File: config.mk
export PLATFORM = sky130hd
export DESIGN_NAME = elevator_timer
export DESIGN_NICKNAME = d
export VERILOG_FILES = /design/src/rtl/elevator_timer.sv
export SDC_FILE = /design/constraint.sdc
export NUM_CORES = 1
export LEC_CHECK = 0
export BUFFER_PORTS_ARGS = -buffer_cell sky130_fd_sc_hd__clkbuf_2
export CAP_MARGIN = 20
export CORE_UTILIZATION = 50
export CTS_CLUSTER_SIZE = 16
export DETAILED_ROUTE_END_ITERATION = 8
export GPL_TIMING_DRIVEN = 0
export HOLD_SLACK_MARGIN = 0.03
export PLACE_DENSITY = 0.75
export SLEW_MARGIN = 40
export SYNTH_ARGS = -nofsm -noshare
export SYNTH_HDL_FRONTEND = slang
export SYNTH_SLANG_ARGS = --single-unit
File: constraint.sdc
create_clock -name clk -period 1.78 [get_ports clk]
set_clock_uncertainty 0.2 [all_clocks]
set_input_delay 0.178 -clock clk [delete_from_list [all_inputs] [get_ports clk]]
set_output_delay 0.178 -clock clk [all_outputs]
set_load 0.03 [all_outputs]
File: src/rtl/elevator_timer.sv
// Multi-channel timer for the elevator controller: a shared tick prescaler,
// a free-running seconds counter, and CH independent down-counting channels
// with one-shot or auto-reload behaviour and a single-cycle expire pulse.
module elevator_timer #(
  parameter int TICK_DIV = 2,
  parameter int CNT_W    = 4,
  parameter int CH       = 2
) (
  input  logic                  clk,
  input  logic                  reseta,
  input  logic [CH-1:0]         start,
  input  logic [CH-1:0]         stop,
  input  logic [CH-1:0]         periodic,
  input  logic [CH*CNT_W-1:0]   load_val,
  output logic                  tick,
  output logic [CNT_W-1:0]      sec,
  output logic [CH*CNT_W-1:0]   count,
  output logic [CH-1:0]         busy,
  output logic [CH-1:0]         expire
);

  localparam int PW = (TICK_DIV > 1) ? $clog2(TICK_DIV) : 1;
  localparam logic [PW-1:0] P_LAST = PW'(TICK_DIV - 1);

  typedef enum logic {S_IDLE, S_RUN} state_e;

  logic [PW-1:0]    p_q, p_d;
  logic [CNT_W-1:0] sec_q, sec_d;

  // Tick is a pure decode of the prescaler register; with TICK_DIV=1 the
  // prescaler sits at 0 == P_LAST, so tick is constantly high.
  assign tick = (p_q == P_LAST);
  assign sec  = sec_q;

  // Prescaler wraps at TICK_DIV-1; seconds counter advances on each tick.
  always_comb begin
    p_d   = (p_q == P_LAST) ? '0 : p_q + PW'(1);
    sec_d = tick ? sec_q + CNT_W'(1) : sec_q;
  end

  // Shared prescaler and seconds registers.
  always_ff @(posedge clk) begin
    if (reseta) begin
      p_q   <= '0;
      sec_q <= '0;
    end else begin
      p_q   <= p_d;
      sec_q <= sec_d;
    end
  end

  genvar gi;
  generate
    for (gi = 0; gi < CH; gi++) begin : g_ch
      state_e           state_q, state_d;
      logic [CNT_W-1:0] count_q, count_d;
      logic [CNT_W-1:0] rl_q, rl_d;
      logic [CNT_W-1:0] ld;
      logic             md_q, md_d;
      logic             exp_q, exp_d;

      assign ld = load_val[gi*CNT_W +: CNT_W];

      // Channel next state: start beats stop beats tick; a zero load
      // expires immediately and leaves the channel idle.
      always_comb begin
        state_d = state_q;
        count_d = count_q;
        rl_d    = rl_q;
        md_d    = md_q;
        exp_d   = 1'b0;
        if (start[gi]) begin
          count_d = ld;
          rl_d    = ld;
          md_d    = periodic[gi];
          if (ld != '0) begin
            state_d = S_RUN;
          end else begin
            state_d = S_IDLE;
            exp_d   = 1'b1;
          end
        end else if (stop[gi]) begin
          state_d = S_IDLE;
        end else if (tick && state_q == S_RUN) begin
          if (count_q > CNT_W'(1)) begin
            count_d = count_q - CNT_W'(1);
          end else begin
            // Terminal count: reload in periodic mode, otherwise park at 0.
            exp_d = 1'b1;
            if (md_q) begin
              count_d = rl_q;
            end else begin
              count_d = '0;
              state_d = S_IDLE;
            end
          end
        end
      end

      // Channel state registers; reset clears everything, including expire.
      always_ff @(posedge clk) begin
        if (reseta) begin
          state_q <= S_IDLE;
          count_q <= '0;
          rl_q    <= '0;
          md_q    <= 1'b0;
          exp_q   <= 1'b0;
        end else begin
          state_q <= state_d;
          count_q <= count_d;
          rl_q    <= rl_d;
          md_q    <= md_d;
          exp_q   <= exp_d;
        end
      end

      assign count[gi*CNT_W +: CNT_W] = count_q;
      assign busy[gi]                 = (state_q == S_RUN);
      assign expire[gi]               = exp_q;
    end
  endgenerate

endmodule

==> out/results.tsv, run 1 <==
stage	metric	value	unit
place	post-place setup slack	14.8	ps
sta	Slew Limit Fails	0	
cells_and_area	share of cells above drive strength 1	0.290	
sta	Final period util	0.977	
clock_network	CTS Root Cell	clkbuf_4	
logic_synthesis	cell taking the most area after synthesis	dfxtp_1	
cells_and_area	Filler Cells Inserted	222	
grt	first-pass GRT wire length	4.88	mm
cells_and_area	Final Cell Area	1740	um2
logic_synthesis	Seq/Total Area, Yosys	0.388	
place	Post-DP HPWL	2.23	mm
worst_setup_path	largest fanout on the critical path	8	
cells_and_area	area of the multi-input gates	749	um2
drt	First-pass DRT Iterations	4	
sta	final worst slack	41.3	ps
logic_synthesis	Synth area leaders	dfxtp_1, mux2i_1, nor2_1, ha_1, a21oi_1	
place	placed cell count	214	
flow_run	Max-Cap Viols	0	
logic_synthesis	Syn Std Cell Area	1390	um2
sta	setup TNS	0	ps
logic_synthesis	synthesized area per cell	9.04	um2
clock_network	Worst-path clk slew	150	ps
sta	Setup Viol. Count Final	0	
worst_setup_path	crit path DAT	1790	ps
worst_setup_path	crit path capture type	register	
cells_and_area	diode count	0	
logic_synthesis	post-synth top area share	0.388	
cells_and_area	Syn-to-layout area delta	25.1	%
grt	Global Route Usage Sum	0.228	
sta	Slew HR	0.679	
min_path	hold_sp	reseta	
worst_setup_path	critical path class	reg -> reg	
drt	vias per cell	5.45	
outcome	status	complete, no violations	
grt	GR Overflow Total	0	
logic_synthesis	Mapped Cells	154	
power	VDD IR max	589	uV
cells_and_area	Reg area	548	um2
logic_synthesis	Unique masters post-synth	39	
clock_network	H-tree Lvls	1	
floorplanning	effective utilization at floorplan	0.547	
drt	routed len/inst	13.4	um
worst_setup_path	Req. time, crit path	1830	ps
sta	Worst Tran Pin Value	481	ps
drt	via count	1254	
sta	RSZ-0062 raised after global routing	yes	
cells_and_area	final core occ	0.684	
floorplanning	I/O pins	33	
sta	Min Hold Slack	43.5	ps
floorplanning	row count	18	
worst_setup_path	Critical Path Source Type	register	
floorplanning	die extent in x	54.8	um
clock_network	clock tree buffer depth	2	
drt	Post-Route WL	3.09	mm
clock_network	CTS Buf Count	3	
grt	via count of the first global-routing pass	1104	
sta	f_max	575	MHz
clock_network	worst-skew pair later-pin latency	330	ps
place	PortBufs	30	
min_path	hold crit path type	in -> reg	
place	RD Place Congestion	0.911	
worst_setup_path	Setup crit start	g_ch[1].count_q[0]$_SDFFE_PP0P_	
sta	final hold viol count	0	
place	placement-stage cell area	1590	um2
clock_network	CTS tree	built	
logic_synthesis	Syn Nets	175	
sta	min cycle time layout	1740	ps
drt	Antenna Nets Post-Route	0	
cells_and_area	Nets	222	
power	Design Power	1.28	mW
floorplanning	Die ar.	3000	um2
power	PD cells	733	nW/um2
worst_setup_path	worst r2r src	g_ch[1].count_q[0]$_SDFFE_PP0P_	
grt	initial antenna violation count	0	
power	LEAKAGE	0.779	nW
drt	DR iter-0 viols	12	
grt	pin count of the biggest net entering global routing	16	
logic_synthesis	Ys Warns	0	
floorplanning	Die H	54.8	um
clock_network	Clock Sink Count	27	
drt	DRC viols	0	
floorplanning	core area	2540	um2
logic_synthesis	#FFs+latches synth	27	
worst_setup_path	reg-to-reg slack, setup	40	ps
cells_and_area	Layout Cells excl Fill	230	
cells in the final DEF, fill, tap and decap left out, types with 4 or more instances in the layout:
cell type       n
ha_1            4
mux2i_1        16
clkbuf_2       30
inv_1          10
nor3_1          5
buf_2           4
a21oi_1        12
dfxtp_1        23
buf_4           6
nand2_1         4
nor2_1         20
dlygate4sd3_1  10
worst max-delay path: stages (launching register included):
cell	delay, ps
dfxtp_4	400
inv_1	50
ha_2	200
nor2_2	160
nor3_4	80
or3_1	340
a311oi_2	240
cells in the mapped netlist:
master	count
dfxtp_1	27
nor2_1	21
mux2i_1	16
a21oi_1	12
inv_1	10
ha_1	5
nor3_1	5
buf_2	4
buf_4	4
nand2_1	4
nand2b_1	3
o31ai_1	3
or3_1	3
a22oi_1	2
a311oi_1	2
a311oi_2	2
a31oi_1	2
buf_1	2
nand4b_1	2
nor3_2	2
nor4_1	2
o21a_1	2
o2bb2ai_1	2
xor2_1	2
a21boi_0	1
a311o_1	1
and3b_1	1
buf_6	1
clkbuf_1	1
inv_2	1
nand3b_1	1
nand4_1	1
nor2b_1	1
nor3b_1	1
nor4_2	1
o31a_1	1
o41ai_1	1
or2_4	1
xnor2_1	1
where the power goes:
part	total, mW	internal [mW]	switching [mW]	leakage, nW
combinational	0.317	0.138	0.180	0.536
clock	0.275	0.0844	0.191	0.0177
sequential	0.684	0.643	0.0403	0.225
layer usage:
layer / up-vias / track usage / part of all wire
li1: 639 / - / -
met1: 570 / 0.310 / 0.46
met2: 40 / 0.365 / 0.47
met3: 5 / 0.0389 / 0.056
met4: 0 / 0.0641 / 0.010
met5: - / 0 / 0
layout make-up:
type | count | share of cell area
multi-input combinational | 104 | 0.430
sequential | 27 | 0.315
timing repair buffer | 42 | 0.152
buffer | 12 | 0.0417
inverter | 11 | 0.0237
tap | 30 | 0.0216
clock buffer | 3 | 0.0129
clock inverter | 1 | 0.00287
repair_timing:
action | 4_1_cts | 5_1_grt
pin swaps | 0 | 1
buffers inserted | 0 | 2
hold buffers | 10 | 0
endpoints found under the setup margin | 2 | 7
hold endpoints to repair | 17 | 0
resized for setup | 1 | 3
logic make-up (layout without fill, tap and decap cells):
logic type	after synthesis	in the layout	share of synthesized area
mux	16	16	0.115
xor+xnor	3	3	0.0189
flops	27	27	0.388
fa+ha+maj	5	5	0.0449
compound gates	31	31	0.162
buf+inv	23	69	0.0818
simple gates	49	49	0.190
state kept, by name, summed over array words and instances (netlist names):
name,count
g_ch.count_q,8
g_ch.rl_q,8
g_ch.state_q,2
sec,4
g_ch.exp_q,2
g_ch.md_q,2
tick,1
worst paths after layout:
| path | end | cells after the start |
|---|---|---|
| worst max-delay path | g_ch[1].count_q[1]$_SDFFE_PP0P_ | 6 |
| worst min-delay path | g_ch[1].count_q[0]$_SDFFE_PP0P_ | 2 |
| worst max register to register | g_ch[1].count_q[1]$_SDFFE_PP0P_ | 6 |
| worst min register to register | g_ch[1].rl_q[2]$_SDFFE_PP0P_ | 1 |
(Power assumes the default switching activity.)
==> inputs of run 2 (changes only) <==
--- a/config.mk
+++ b/config.mk
@@ -8,6 +8,7 @@
 export BUFFER_PORTS_ARGS = -buffer_cell sky130_fd_sc_hd__clkbuf_2
 export CAP_MARGIN = 20
 export CORE_UTILIZATION = 50
+export CTS_BUF_LIST = sky130_fd_sc_hd__clkbuf_8
 export CTS_CLUSTER_SIZE = 16
 export DETAILED_ROUTE_END_ITERATION = 8
 export GPL_TIMING_DRIVEN = 0
==> run 2 against run 1 <==
Net effect: via count is 0.96% higher; flip-flop and latch count stayed put; register-to-register slack better by 20 ps; sequential power hardly changed; power is 6.4% higher; combinational power hardly changed; non-clock buffer count is 1 lower; core utilization is 0.34 points higher.
==> out/results.tsv, run 2 (same netlist as run 1, synthesis figures left out) <==
stage	metric	value	unit	change
cells_and_area	Syn-to-layout area delta	25.7	%	was 25.1%
power	LEAKAGE	0.782	nW	was 0.779 nW
clock_network	Worst-path clk slew	100	ps	was 150 ps
cells_and_area	share of cells above drive strength 1	0.291		was 0.290
cells_and_area	final core occ	0.688		was 0.684
power	NetSw	0.421	mW	was 0.411 mW
sta	Setup Viol. Count Final	0		unchanged
cells_and_area	most common cell after layout, fill and taps aside	clkbuf_2		unchanged
min_path	WHS Endpoint	g_ch[0].count_q[2]$_SDFFE_PP0P_		was g_ch[1].count_q[0]$_SDFFE_PP0P_
cells_and_area	Nets	221		was 222
worst_setup_path	critical path class	reg -> reg		unchanged
power	PD cells	776	nW/um2	was 733 nW/um2
grt	GR Overflow Total	0		unchanged
worst_setup_path	Top Family by Delay on Critical Path	simple AND/OR/NAND/NOR gates		unchanged
floorplanning	Die H	54.8	um	unchanged
clock_network	CTS Buf Count	3		unchanged
floorplanning	I/O pins	33		unchanged
floorplanning	row count	18		unchanged
worst_setup_path	Req. time, crit path	1770	ps	was 1830 ps
drt	Post-Route WL	3.10	mm	was 3.09 mm
clock_network	worst-skew pair later-pin latency	280	ps	was 330 ps
cells_and_area	diode count	0		unchanged
worst_setup_path	largest fanout on the critical path	8		unchanged
power	VDD IR max	584	uV	was 589 uV
min_path	hold path cells	2		unchanged
min_path	hold crit path type	in -> reg		unchanged
power	clock network power share	0.265		was 0.216
floorplanning	core area	2540	um2	unchanged
worst_setup_path	crit path capture type	register		unchanged
worst_setup_path	Max stage delay on crit path	380	ps	was 400 ps
sta	final worst slack	63.9	ps	was 41.3 ps
worst_setup_path	reg-to-reg slack, setup	60	ps	was 40 ps
cells_and_area	highest-count cells in the layout ignoring fill and taps	clkbuf_2, dfxtp_1, nor2_1		unchanged
cells_and_area	Layout Cells excl Fill	229		was 230
worst_setup_path	worst r2r src	g_ch[1].count_q[0]$_SDFFE_PP0P_		unchanged
power	combinational power share	0.232		was 0.249
power	Design Power	1.36	mW	was 1.28 mW
drt	Antenna Nets Post-Route	0		unchanged
sta	final hold viol count	0		unchanged
sta	Slew HR	0.684		was 0.679
worst_setup_path	R2R cell count	6		unchanged
place	PortBufs	30		unchanged
worst_setup_path	Worst Path Buf+Inv	1		unchanged
place	Post-DP HPWL	2.23	mm	unchanged
worst_setup_path	Critical Path Source Type	register		unchanged
worst_setup_path	reg2reg end	g_ch[1].count_q[1]$_SDFFE_PP0P_		unchanged
clock_network	CTS tree	built		unchanged
sta	min cycle time layout	1720	ps	was 1740 ps
floorplanning	die extent in x	54.8	um	unchanged
sta	f_max	583	MHz	was 575 MHz
sta	Final period util	0.964		was 0.977
grt	initial antenna violation count	0		unchanged
drt	First-pass DRT Iterations	4		unchanged
clock_network	CTS Root Cell	clkbuf_8		was clkbuf_4
grt	pin count of the biggest net entering global routing	16		unchanged
power	switching power share of the total	0.310		was 0.322
clock_network	clock tree buffer depth	2		unchanged
min_path	hold_sp	start[0]		was reseta
drt	vias per cell	5.53		was 5.45
drt	DR iter-0 viols	15		was 12
floorplanning	Die ar.	3000	um2	unchanged
outcome	status	complete, no violations		unchanged
flow_run	Max-Cap Viols	0		unchanged
clock_network	Clock Sink Count	27		unchanged
worst_setup_path	Critical-path top delay cell	dfxtp_4		unchanged
worst_setup_path	crit path DAT	1710	ps	was 1790 ps
sta	Worst Tran Pin Value	474	ps	was 481 ps
power	sequential power share	0.503		was 0.536
drt	routed len/inst	13.5	um	was 13.4 um
clock_network	H-tree Lvls	1		unchanged
floorplanning	effective utilization at floorplan	0.547		unchanged
drt	via count	1266		was 1254
drt	DRC viols	0		unchanged
grt	first-pass GRT wire length	4.84	mm	was 4.88 mm
grt	via count of the first global-routing pass	1102		was 1104
sta	Slew Limit Fails	0		unchanged
power	Internal Power	0.936	mW	was 0.866 mW
place	placed cell count	214		unchanged
sta	RSZ-0062 raised after global routing	yes		unchanged
cells_and_area	Filler Cells Inserted	221		was 222
grt	Global Route Usage Sum	0.228		unchanged
place	post-place setup slack	14.8	ps	unchanged
place	RD Place Congestion	0.911		unchanged
worst_setup_path	worst-path cell chain	inv_1, ha_2, nor2_2, nor3_4, or3_1, a311oi_2		unchanged
## run 2: changes by cell type in the layout (fill, tap and decap cells not counted), sizes merged
cell and delta:
dlygate4sd3 -1
## run 2: cell type report
| cell class | count | area [um2] | area share |
|---|---|---|---|
| Buffer | 12 | 72.6 | 0.0415 |
| Clock buffer | 3 | 41.3 | 0.0236 |
| Clock inverter | 1 | 5.00 | 0.00286 |
| Inverter | 11 | 41.3 | 0.0236 |
| Multi-Input combinational cell | 104 | 749 | 0.428 |
| Sequential cell | 27 | 548 | 0.313 |
| Tap cell | 30 | 37.5 | 0.0214 |
| Timing Repair Buffer | 41 | 255 | 0.146 |
## run 2: worst max-delay path by stage
stage	from	endpoint	cells past startpoint
6_report	g_ch[1].count_q[0]$_SDFFE_PP0P_	g_ch[1].count_q[1]$_SDFFE_PP0P_	6
5_1_grt	g_ch[1].count_q[0]$_SDFFE_PP0P_	g_ch[1].count_q[0]$_SDFFE_PP0P_	6
4_1_cts	g_ch[1].count_q[0]$_SDFFE_PP0P_	g_ch[1].count_q[0]$_SDFFE_PP0P_	6
3_5_place_dp	g_ch[1].count_q[0]$_SDFFE_PP0P_	g_ch[1].count_q[0]$_SDFFE_PP0P_	6
3_3_place_gp	g_ch[1].count_q[0]$_SDFFE_PP0P_	g_ch[1].count_q[0]$_SDFFE_PP0P_	6
2_1_floorplan	g_ch[1].count_q[0]$_SDFFE_PP0P_	g_ch[1].count_q[1]$_SDFFE_PP0P_	6
## run 2: per-stage QoR
stage	area, um2	TNS, ps	hold slack, ps
after floorplan	1400	0	125
after global placement	1590	0	216
after detailed placement	1590	0	238
after CTS	1720	0	37.2
after global routing	1750	-3.72	55.2
final	1750	0	32.3
## run 2: power by group through the flow
stage / Clock [mW] / Sequential (mW) / Combinational, mW
2_1_floorplan: 0 / 0.726 / 0.174
3_5_place_dp: 0 / 0.697 / 0.284
4_1_cts: 0.365 / 0.683 / 0.301
5_1_grt: 0.382 / 0.689 / 0.343
3_3_place_gp: 0 / 0.693 / 0.277
6_report: 0.360 / 0.683 / 0.314
## run 2: what timing repair did
item                                   in CTS  in global routing
hold buffers                                9                  0
endpoints found under the hold margin       9                  0
buffers inserted                            0                  2
setup endpoints to repair                   2                  6
pin swaps                                   0                  1
resized for setup                           1                  3
## run 2: routing by layer
metal | GRT usage | wire length (um) | vias up
met5 | 0 | 0 | -
met1 | 0.305 | 1410 | 579
met2 | 0.365 | 1490 | 43
met3 | 0.0389 | 173 | 5
met4 | 0.0769 | 35 | 0
li1 | - | - | 639
==> inputs of run 3 (changes only) <==
--- a/config.mk
+++ b/config.mk
@@ -7,13 +7,13 @@
 export LEC_CHECK = 0
 export BUFFER_PORTS_ARGS = -buffer_cell sky130_fd_sc_hd__clkbuf_2
 export CAP_MARGIN = 20
-export CORE_UTILIZATION = 50
+export CORE_UTILIZATION = 49
 export CTS_BUF_LIST = sky130_fd_sc_hd__clkbuf_8
 export CTS_CLUSTER_SIZE = 16
 export DETAILED_ROUTE_END_ITERATION = 8
 export GPL_TIMING_DRIVEN = 0
 export HOLD_SLACK_MARGIN = 0.03
-export PLACE_DENSITY = 0.75
+export PLACE_DENSITY = 0.77
 export SLEW_MARGIN = 40
 export SYNTH_ARGS = -nofsm -noshare
 export SYNTH_HDL_FRONTEND = slang
==> constraint.sdc (replaced) <==
create_clock -name clk -period 1.45 [get_ports clk]
set_clock_uncertainty 0.2 [all_clocks]
set_input_delay 0.145 -clock clk [delete_from_list [all_inputs] [get_ports clk]]
set_output_delay 0.145 -clock clk [all_outputs]
set_load 0.03 [all_outputs]
==> run 3 against run 2 <==
Net effect: the flow now finishes with violations (setup timing); sequential share of layout area fell by 3.0 points; global-route usage rose by 3.9 points; power rose by 31%; core utilization rose by 7.7 points; die area rose by 2.0%; largest power group unchanged.
==> out/results.tsv, run 3 (same netlist as run 1, synthesis figures left out) <==
stage	metric	value	unit	change
worst_setup_path	worst r2r src	g_ch[1].count_q[1]$_SDFFE_PP0P_		was g_ch[1].count_q[0]$_SDFFE_PP0P_
power	VDD IR max	877	uV	was 584 uV
sta	min cycle time layout	1640	ps	was 1720 ps
place	PortBufs	30		unchanged
clock_network	clock tree buffer depth	2		unchanged
cells_and_area	Filler Cells Inserted	199		was 221
place	post-place setup slack	-190	ps	was 14.8 ps
clock_network	Clock Sink Count	27		unchanged
grt	pin count of the biggest net entering global routing	16		unchanged
flow_run	Max-Cap Viols	0		unchanged
floorplanning	row count	18		unchanged
floorplanning	I/O pins	33		unchanged
grt	GR Overflow Total	0		unchanged
place	RD Place Congestion	0.761		was 0.911
clock_network	CTS Buf Count	3		unchanged
floorplanning	Die ar.	3060	um2	was 3000 um2
cells_and_area	share of cells above drive strength 1	0.410		was 0.291
grt	via count of the first global-routing pass	1337		was 1102
drt	DRC viols	0		unchanged
power	NetSw	0.562	mW	was 0.421 mW
clock_network	H-tree Lvls	1		unchanged
sta	final worst slack	-190	ps	was 63.9 ps
sta	Final period util	1.13		was 0.964
worst_setup_path	Critical Path Source Type	register		unchanged
worst_setup_path	crit path capture type	register		unchanged
sta	Slew HR	0.622		was 0.684
worst_setup_path	largest fanout on the critical path	7		was 8
outcome	failing checks	setup timing		
worst_setup_path	worst-path cell chain	inv_4, ha_4, nor2_4, nor3_4, or3_4, a311oi_2		was inv_1, ha_2, nor2_2, nor3_4, or3_1, a311oi_2
drt	routed len/inst	15.4	um	was 13.5 um
cells_and_area	most common cell after layout, fill and taps aside	clkbuf_2		unchanged
cells_and_area	Syn-to-layout area delta	42.2	%	was 25.7%
floorplanning	core area	2590	um2	was 2540 um2
worst_setup_path	Req. time, crit path	1430	ps	was 1770 ps
worst_setup_path	Setup crit start	g_ch[1].count_q[1]$_SDFFE_PP0P_		was g_ch[1].count_q[0]$_SDFFE_PP0P_
clock_network	CTS Root Cell	clkbuf_8		unchanged
place	Post-DP HPWL	2.33	mm	was 2.23 mm
power	clock network power share	0.242		was 0.265
sta	Setup Viol. Count Final	11		was 0
worst_setup_path	reg2reg end	g_ch[1].count_q[1]$_SDFFE_PP0P_		unchanged
power	sequential power share	0.475		was 0.503
clock_network	Worst-path clk slew	90	ps	was 100 ps
worst_setup_path	Setup crit end	g_ch[1].count_q[1]$_SDFFE_PP0P_		unchanged
grt	first-pass GRT wire length	6.54	mm	was 4.84 mm
floorplanning	effective utilization at floorplan	0.538		was 0.547
place	placed cell count	214		unchanged
sta	Slew Limit Fails	0		unchanged
sta	f_max	610	MHz	was 583 MHz
sta	Worst Tran Pin Value	567	ps	was 474 ps
outcome	status	finished with violations		was complete, no violations
drt	First-pass DRT Iterations	4		unchanged
power	Internal Power	1.22	mW	was 0.936 mW
worst_setup_path	critical path class	reg -> reg		unchanged
power	switching power share of the total	0.316		was 0.310
grt	Global Route Usage Sum	0.267		was 0.228
cells_and_area	highest-count cells in the layout ignoring fill and taps	clkbuf_2, dfxtp_1, nor2_1		unchanged
min_path	hold crit path type	in -> reg		unchanged
grt	initial antenna violation count	0		unchanged
drt	Post-Route WL	3.69	mm	was 3.10 mm
sta	RSZ-0062 raised after global routing	yes		unchanged
clock_network	worst-skew pair later-pin latency	280	ps	about the same
sta	final hold viol count	0		unchanged
cells_and_area	Nets	232		was 221
cells_and_area	Layout Cells excl Fill	240		was 229
worst_setup_path	reg-to-reg slack, setup	-190	ps	was 60 ps
drt	vias per cell	5.67		was 5.53
power	combinational power share	0.283		was 0.232
floorplanning	Die H	55.3	um	was 54.8 um
floorplanning	die extent in x	55.3	um	was 54.8 um
power	Design Power	1.78	mW	was 1.36 mW
drt	via count	1361		was 1266
worst_setup_path	R2R cell count	6		unchanged
drt	Antenna Nets Post-Route	0		unchanged
worst_setup_path	crit path DAT	1620	ps	was 1710 ps
power	PD cells	898	nW/um2	was 776 nW/um2
sta	setup TNS	-818	ps	was 0 ps
clock_network	CTS tree	built		unchanged
worst_setup_path	Critical-path top delay cell	dfxtp_4		unchanged
worst_setup_path	Max stage delay on crit path	360	ps	was 380 ps
drt	DR iter-0 viols	45		was 15
power	LEAKAGE	0.853	nW	was 0.782 nW
cells_and_area	diode count	0		unchanged
-- run 3: stage by stage --
stage          area, um2  utilization  hold WS, ps
2_1_floorplan       1490            -         92.2
3_3_place_gp        1670        0.646          181
3_5_place_dp        1670        0.646          194
4_1_cts             1970        0.760         8.51
5_1_grt             1980        0.765         33.6
6_report            1980        0.765         13.9
-- run 3: area by class of cell --
class	count	area, um2	share of cell area
Timing Repair Buffer	52	350	0.177
Clock buffer	3	41.3	0.0208
Tap cell	30	37.5	0.0190
Buffer	12	72.6	0.0366
Multi-Input combinational cell	104	865	0.437
Clock inverter	1	5.00	0.00253
Sequential cell	27	561	0.283
Inverter	11	48.8	0.0246
-- run 3: layer usage --
layer  vias up  GRT usage  share of wire
met1       645      0.369           0.44
li1        653          -              -
met3         9     0.0164          0.042
met2        54      0.437           0.50
met5         -          0              0
met4         0      0.100          0.024
-- run 3: worst min path at each step --
stage / from / end / slack [ps] / cells past startpoint
after floorplan: load_val[0] / g_ch[0].rl_q[0]$_SDFFE_PP0P_ / 90 / 2
after global placement: periodic[0] / g_ch[0].md_q$_SDFFE_PP0P_ / 180 / 3
after detailed placement: periodic[0] / g_ch[0].md_q$_SDFFE_PP0P_ / 190 / 3
after CTS: load_val[0] / g_ch[0].state_q$_SDFFE_PP0P_ / 9 / 3
after global routing: load_val[3] / g_ch[0].exp_q$_SDFF_PP0_ / 30 / 3
final: load_val[3] / g_ch[0].state_q$_SDFFE_PP0P_ / 10 / 3
-- run 3: repair_timing --
action	4_1_cts	5_1_grt
resized for setup	9	5
hold buffers	11	0
buffers inserted	12	0
hold endpoints to repair	15	0
pin swaps	17	10
endpoints found under the setup margin	11	12
cloned	0	0
-- run 3: worst max-delay path, delay by kind of cell, from the launching register on --
family	cells	cell delay, ps
AO/OA/AOI/OAI	1	260
adder cells (fa/ha/maj)	1	160
buffers and inverters	1	40
flip-flops	1	360
AND/OR/NAND/NOR	3	520
-- run 3: power by group through the flow --
stage                     logic [mW]  clock network, mW  registers [mW]
after floorplan                0.247                  0           0.896
after global placement         0.376                  0           0.854
after detailed placement       0.389                  0           0.860
after CTS                      0.489              0.439           0.840
after global routing           0.545              0.472           0.852
final                          0.504              0.431           0.844
